$ cat config.mk
export PLATFORM = sky130hd
export DESIGN_NAME = clock_enable_gen
export DESIGN_NICKNAME = d
export VERILOG_FILES = /design/src/rtl/clock_enable_gen.sv
export SDC_FILE = /design/constraint.sdc
export NUM_CORES = 1
export LEC_CHECK = 0
export ABC_CLOCK_PERIOD_IN_PS = 3500
export BUFFER_PORTS_ARGS = -buffer_cell sky130_fd_sc_hd__buf_2
export CAP_MARGIN = 10
export CORE_UTILIZATION = 61
export CTS_CLUSTER_DIAMETER = 40
export CTS_CLUSTER_SIZE = 12
export DETAILED_ROUTE_END_ITERATION = 8
export PLACE_DENSITY = 0.87
export SYNTH_ARGS = -nofsm -noshare
export SYNTH_HDL_FRONTEND = slang
export SYNTH_SLANG_ARGS = --single-unit
$ cat constraint.sdc
create_clock -name clock -period 3.5 [get_ports clock]
set_clock_uncertainty 0.05 [all_clocks]
set_input_delay 0 -clock clock [delete_from_list [all_inputs] [get_ports clock]]
set_output_delay 0 -clock clock [all_outputs]
set_load 0.01 [all_outputs]
$ cat src/rtl/clock_enable_gen.sv
// PLL-domain clock-enable generator: lock qualification, downstream reset
// sequencing and NUM_CH fractional phase-accumulator enable channels.
//
// state   | meaning
// --------+-----------------------------------------------------------
// ST_WAIT | PLL not locked; downstream held in reset, accumulators at 0
// ST_COUNT| locked_s seen; counting consecutive locked cycles
// ST_RUN  | lock qualified; reset released, enables running
module clock_enable_gen #(
  parameter int NUM_CH      = 2,
  parameter int ACC_WIDTH   = 24,
  parameter logic [NUM_CH*ACC_WIDTH-1:0] STEP_INIT = {NUM_CH{24'd4170000}},
  parameter int LOCK_CYCLES = 1024,
  localparam int SEL_W      = (NUM_CH > 1) ? $clog2(NUM_CH) : 1,
  localparam int CNT_W      = $clog2(LOCK_CYCLES)
) (
  input  logic                 clock,
  input  logic                 reset_n,
  input  logic                 locked,
  input  logic                 pause,
  input  logic                 step_wr,
  input  logic [SEL_W-1:0]     step_sel,
  input  logic [ACC_WIDTH-1:0] step_data,
  input  logic                 clear_status,
  output logic [NUM_CH-1:0]    ce,
  output logic                 rst_out_n,
  output logic                 running,
  output logic                 lock_lost
);

  typedef enum logic [1:0] {
    ST_WAIT  = 2'd0,
    ST_COUNT = 2'd1,
    ST_RUN   = 2'd2
  } state_t;

  logic                 r_sync1;
  logic                 r_locked_s;
  state_t               r_state;
  state_t               w_state_next;
  logic [CNT_W-1:0]     r_cnt;
  logic                 r_rst_out_n;
  logic                 r_running;
  logic                 r_lock_lost;
  logic [ACC_WIDTH-1:0] r_acc  [NUM_CH];
  logic [ACC_WIDTH-1:0] r_step [NUM_CH];
  logic [ACC_WIDTH:0]   w_sum  [NUM_CH];
  logic [NUM_CH-1:0]    r_ce;
  logic                 w_acc_run;

  always_ff @(posedge clock or negedge reset_n) begin
    if (!reset_n) begin
      r_sync1    <= 1'b0;
      r_locked_s <= 1'b0;
    end else begin
      r_sync1    <= locked;
      r_locked_s <= r_sync1;
    end
  end

  always_comb begin
    w_state_next = r_state;
    case (r_state)
      ST_WAIT:  if (r_locked_s) w_state_next = ST_COUNT;
      ST_COUNT: begin
        if (!r_locked_s)
          w_state_next = ST_WAIT;
        else if (r_cnt == CNT_W'(LOCK_CYCLES - 1))
          w_state_next = ST_RUN;
      end
      ST_RUN:   if (!r_locked_s) w_state_next = ST_WAIT;
      default:  w_state_next = ST_WAIT;
    endcase
  end

  // The counter already holds 1 on entry to COUNT: the WAIT cycle that saw
  // locked_s counts towards the qualification window.
  always_ff @(posedge clock or negedge reset_n) begin
    if (!reset_n) begin
      r_state     <= ST_WAIT;
      r_cnt       <= '0;
      r_rst_out_n <= 1'b0;
      r_running   <= 1'b0;
      r_lock_lost <= 1'b0;
    end else begin
      r_state     <= w_state_next;
      r_rst_out_n <= (w_state_next == ST_RUN);
      r_running   <= (w_state_next == ST_RUN);
      if (w_state_next == ST_COUNT)
        r_cnt <= (r_state == ST_COUNT) ? r_cnt + CNT_W'(1) : CNT_W'(1);
      else
        r_cnt <= '0;
      if (r_state == ST_RUN && w_state_next != ST_RUN)
        r_lock_lost <= 1'b1;
      else if (clear_status)
        r_lock_lost <= 1'b0;
    end
  end

  // Accumulate only while staying in RUN so ce drops on the same cycle
  // as rst_out_n when lock is lost.
  assign w_acc_run = (r_state == ST_RUN) && (w_state_next == ST_RUN);

  always_comb begin
    for (int i = 0; i < NUM_CH; i++)
      w_sum[i] = {1'b0, r_acc[i]} + {1'b0, r_step[i]};
  end

  always_ff @(posedge clock or negedge reset_n) begin
    if (!reset_n) begin
      r_ce <= '0;
      for (int i = 0; i < NUM_CH; i++) begin
        r_acc[i]  <= '0;
        r_step[i] <= STEP_INIT[i*ACC_WIDTH +: ACC_WIDTH];
      end
    end else begin
      for (int i = 0; i < NUM_CH; i++) begin
        if (w_acc_run) begin
          if (!pause) begin
            r_acc[i] <= w_sum[i][ACC_WIDTH-1:0];
            r_ce[i]  <= w_sum[i][ACC_WIDTH];
          end else begin
            r_ce[i]  <= 1'b0;
          end
        end else begin
          r_acc[i] <= '0;
          r_ce[i]  <= 1'b0;
        end
        // Out-of-range selects match no channel and are dropped.
        if (step_wr && step_sel == SEL_W'(i))
          r_step[i] <= step_data;
      end
    end
  end

  assign ce        = r_ce;
  assign rst_out_n = r_rst_out_n;
  assign running   = r_running;
  assign lock_lost = r_lock_lost;

endmodule

After elaboration in Yosys (flattened, before gate mapping):

Cells that the tools add are included.

* bits in registers: 114
* bits of input ports: 31
* output and inout bits: 5
* word-level logic and storage cells: 45

* add/subtract/negate cells: 3
* equal/unequal tests: 7
* muxes and demuxes: 17
* bitwise operators: 1
* reductions and logical operators: 6

Operators by type and width (count)
* 2-to-1 mux 24 bit: 4
* adder 24 x 24 -> 25 bit: 2
* 2-to-1 mux 10 bit: 2
* adder 10 x 1 -> 10 bit (second input constant): 1
* == test 10 bit (second input constant): 1
* 2-to-1 mux 2 bit: 4
* 2-to-1 mux 1 bit: 6
* case mux 2 bit (3 select lines): 1
* == test 2 x 1 -> 1 bit (second input constant): 2
* == test 2 bit (second input constant): 2
* logical AND 1 bit: 4
* inequality test 2 bit (second input constant): 2
* zero test 2 bit: 1
* nonzero test 2 bit: 1
* NOT 1 bit: 1

Logic depth before layout (Yosys ltp):

* depth in word-level cells: 7
* mapped depth: 8
* mapped depth without buffers: 8

Least setup slack after synthesis:

OpenSTA, ideal clock, no wires.

* path kind: register to register
* start: reg r_acc[24] (netlist name)
* end: reg r_acc[46] (netlist name)
* library setup time: 0.122 ns
* data arrival time: 2.236 ns
* data required time: 3.328 ns
* slack: 1.092 ns
* stages on the path, launching flop included: 9
* buffers on the path: 0
* clock period less this slack: 2.408 ns
* path through: dfrtp_1 > ha_1 > fa_1 > a211oi_1 > o211ai_1 > nand3_1 > a311oi_1 > or3_1 > a32o_1

* cells in the longest elaborated chain, start to end: 3

Ends and longest elaborated chain
* start, declared: RTL line 45 `logic [ACC_WIDTH-1:0] r_acc [NUM_CH];`
* start signal, assigned by index: RTL line 120 `r_acc[i] <= w_sum[i][ACC_WIDTH-1:0];`
* adder 24 x 24 -> 25 bit: RTL line 106 `w_sum[i] = {1'b0, r_acc[i]} + {1'b0, r_step[i]};`
* 2-to-1 mux 24 bit: RTL line 119 `if (!pause) begin`
* 2-to-1 mux 24 bit: RTL line 118 `if (w_acc_run) begin`

No other way between the ends. The select of a mux whose other input is x is not followed.
A chain may end at the register's enable or synchronous reset.

Worst setup path in the final report:

Same ends and word-level chain as after synthesis.

==> impl_metrics.toml <==
[outcome]
status = "finished, violations left"
violations = "negative hold slack"

[place]
portBuffers = 35
hpwl_um = 10600
post-place-ws_ps = 877
place.gp.congestion = 0.977

[drt]
vias = 5854
wl_per_cell_um = 19.2
drc = 0
ant_nets = 0
wl_um = 17100
drtIter0Drc = 481
detail_route.vias_per_cell = 6.57
drt-pass1-iter-count = 5

[synthesis]
syn_area_um2 = 6730
yosysSeqAreaShare_pct = 42.8
synth_top_area_cell = "dfrtp_1"
synthFlopType = "dfrtp_1"
synth_top_family_by_area = "compound AO/OA/AOI/OAI gates"
synth-seq-cells = 114
syn_inst = 682
yosys_warnings = 0
ys_top_cells_by_area = "dfrtp_1 (35%), ha_1 (9.1%), mux2_2 (8.0%)"
synth_cell_types = 58
synth_edf_count = 0
synth_nets = 764
synth_top_area_share_pct = 35.0
synth_xor_area_share_pct = 4.56
async_reset_ff_share_pct = 100
synth.avg_cell_area_um2 = 9.87
muxShareOfSynthArea_pct = 8.63
synthSimpleGateAreaFrac_pct = 13.2
synth_compound_area_share_pct = 18.9
yosys.area_share.adder_pct = 9.71

[job]
cap_violations = 0

[setup_path]
cp.required_ps = 3870
path_max_fanout = 4
worstPathCellList = "ha_1, fa_1, a211oi_1, o211ai_1, nand3_1, a311oi_1, or3_1, a32o_1"
worstSetupPathType = "reg -> reg"
startpoint_type = "register"
critPathArrivalTime_ps = 3140
max_stage_delay_ps = 460
worst_setup_path_end_kind = "register"
cpMaxStageDelayCell = "fa_1"

[global_routing]
grt_usage_pct = 31.7
grt_first_pass_wirelength_um = 27800
grt_overflow = 0
antenna_found_initial = 0
grt_pass1_vias = 5885
grt_max_degree = 115

[pwr]
switchingPower_mw = 1.02
p_int_mw = 2.82
ir_drop_mv = 0.464
power_frac_comb_pct = 13.7
p_sw_share_pct = 26.6
pwr-share-clk_pct = 47.5
p_leak_nw = 3.53
p_total_mw = 3.85
p_seq_share_pct = 38.8
power_density_nw_per_um2 = 485

[clock_tree]
clock_path_buffers = 2
path_clk_slew_ps = 60
worstSkewPairLatency_ps = 530
h-tree-depth = 4
cts-resized-gates = 0
tritoncts = "done"
cts_hold_buf = 28
clock_sinks = 114
cts_setup_buffers = 0
root_buffer = "clkbuf_8"
numCtsBuffers = 17

[finish]
fillers = 634
nets = 824
area_growth_pct = 17.7
seq_area_um2 = 2880
insertedDiodeCount = 0
multi_input_area_um2 = 3700
drive_above_1_share_pct = 20.3

[floorplan]
rows = 37
ios = 36
dieHeight_um = 107
die_x_um = 107
core-area_um2 = 10500
start_util_pct = 64.0
dieArea_um2 = 11500

[sta]
tightest_slew_ps = 1070
setup_viol = 0
hold_viol_final = 2
fmax_ghz = 0.361
setup_ws_ps = 729
maxSlewHeadroom_pct = 28.5
finalCritPeriodShare_pct = 79.2
finalMaxSlewViolations = 0
tns_ps = 0
min_period_ps = 2770
holdWs_ps = -1.59
rsz0062_at_grt = "no"

[hold_path]
hold_class = "in -> async"
flip-flops by register name, summed over array words and instances, names as in the netlist:
name	flops
r_step	48
ce	2
r_locked_s	1
r_cnt	10
r_sync1	1
r_state	2
lock_lost	1
r_acc	48
running	1
cell type report:
class	instances	area share, %
repair buffers	67	6.32
clock buffers	17	5.23
multi-input cells	529	46.7
inverters	13	0.616
flip-flops and latches	114	36.3
clock inverters	15	2.61
well taps	136	2.15
synthesized netlist by cell type (5+ instances only):
master and instances:
xor2_1 17, nor3_1 9, o21ai_0 52, dfrtp_1 94, xnor2_1 18, nand4_1 12, ha_1 49, a211oi_1 10
nand3_1 16, nor2_1 44, o211ai_1 9, a21oi_1 58, o21ai_1 6, a21o_1 12, or3_1 6, and3_1 11
dfstp_2 20, mux2_2 48, a32o_1 8, a22o_1 5, nand2_1 79, clkbuf_1 23, or2_2 5, inv_1 13
worst paths after layout:
kind | from | end | slack [ps] | cells after the start
setup / recovery | r_acc[24]$_DFFE_PN0P_ | r_acc[46]$_DFFE_PN0P_ | 730 | 8
hold / removal | reset_n | r_acc[19]$_DFFE_PN0P_ | -2 | 3
setup reg to reg | r_acc[24]$_DFFE_PN0P_ | r_acc[46]$_DFFE_PN0P_ | 730 | 8
hold reg to reg | r_sync1$_DFF_PN0_ | r_locked_s$_DFF_PN0_ | 300 | 0
max in group asynchronous | reset_n | r_cnt[6]$_DFF_PN0_ | 2880 | 3
min in group clock | step_sel | r_step[25]$_DFFE_PN0P_ | 80 | 4
metrics by stage:
step	cell area [um2]	std cells	utilization, %
6_report	7920	891	75.4
5_1_grt	7920	891	75.4
4_1_cts	7920	891	75.4
3_5_place_dp	7020	831	66.8
3_3_place_gp	7020	831	66.8
2_1_floorplan	6730	682	-
cells by family after synthesis:
| group | count (synthesis) |
|---|---|
| xor gates and xnor gates | 35 |
| AOI/OAI and AO/OA | 196 |
| muxes | 52 |
| buffers and inverters | 39 |
| adders and majority gates | 51 |
| DFF | 114 |
| and+or+nand+nor | 195 |
per-layer routing:
layer  vias to the layer above  GRT usage, %  wire, um
met5                         -             0         0
met4                         0          16.2       696
met3                        68          8.88      1090
met2                       276          53.5      8580
met1                      2874          36.8      6760
li1                       2636             -         -
worst max-delay path, delay by kind of cell, from the launching register on:
family | cells | cell delay (ps)
AND/OR/NAND/NOR | 2 | 580
flip-flops | 1 | 380
AO/OA/AOI/OAI | 4 | 940
adder cells (fa/ha/maj) | 2 | 710
power groups by stage:
stage               Sequential (mW)  Clock, mW  Combinational (mW)
floorplan                      1.49          0               0.355
global placement               1.51          0               0.454
CTS                            1.49       1.84               0.516
finish                         1.49       1.83               0.527
detailed placement             1.51          0               0.481
global route                   1.50       1.90               0.574
placed cells by master (no fill, tap or decap), types with 4 or more instances in the layout:
cell	instances
a21oi_1	58
dfstp_2	20
buf_2	34
inv_1	13
nand2_1	79
o31ai_1	4
mux2i_1	4
buf_4	4
dlygate4sd3_1	28
o21ai_0	52
a22o_1	5
nor2_1	44
ha_1	49
clkbuf_16	16
dfrtp_1	94
clkinv_4	4
xnor2_1	18
nor3_1	9
xor2_1	17
a32o_1	8
o21a_1	4
nand3_1	16
o211ai_1	9
or2_2	5
or3_1	6
a21o_1	12
a211oi_1	10
mux2_2	48
nand4_1	12
and3_1	11
bufinv_16	4
o21ai_1	6
No activity file was read; power rests on OpenSTA's default activity.
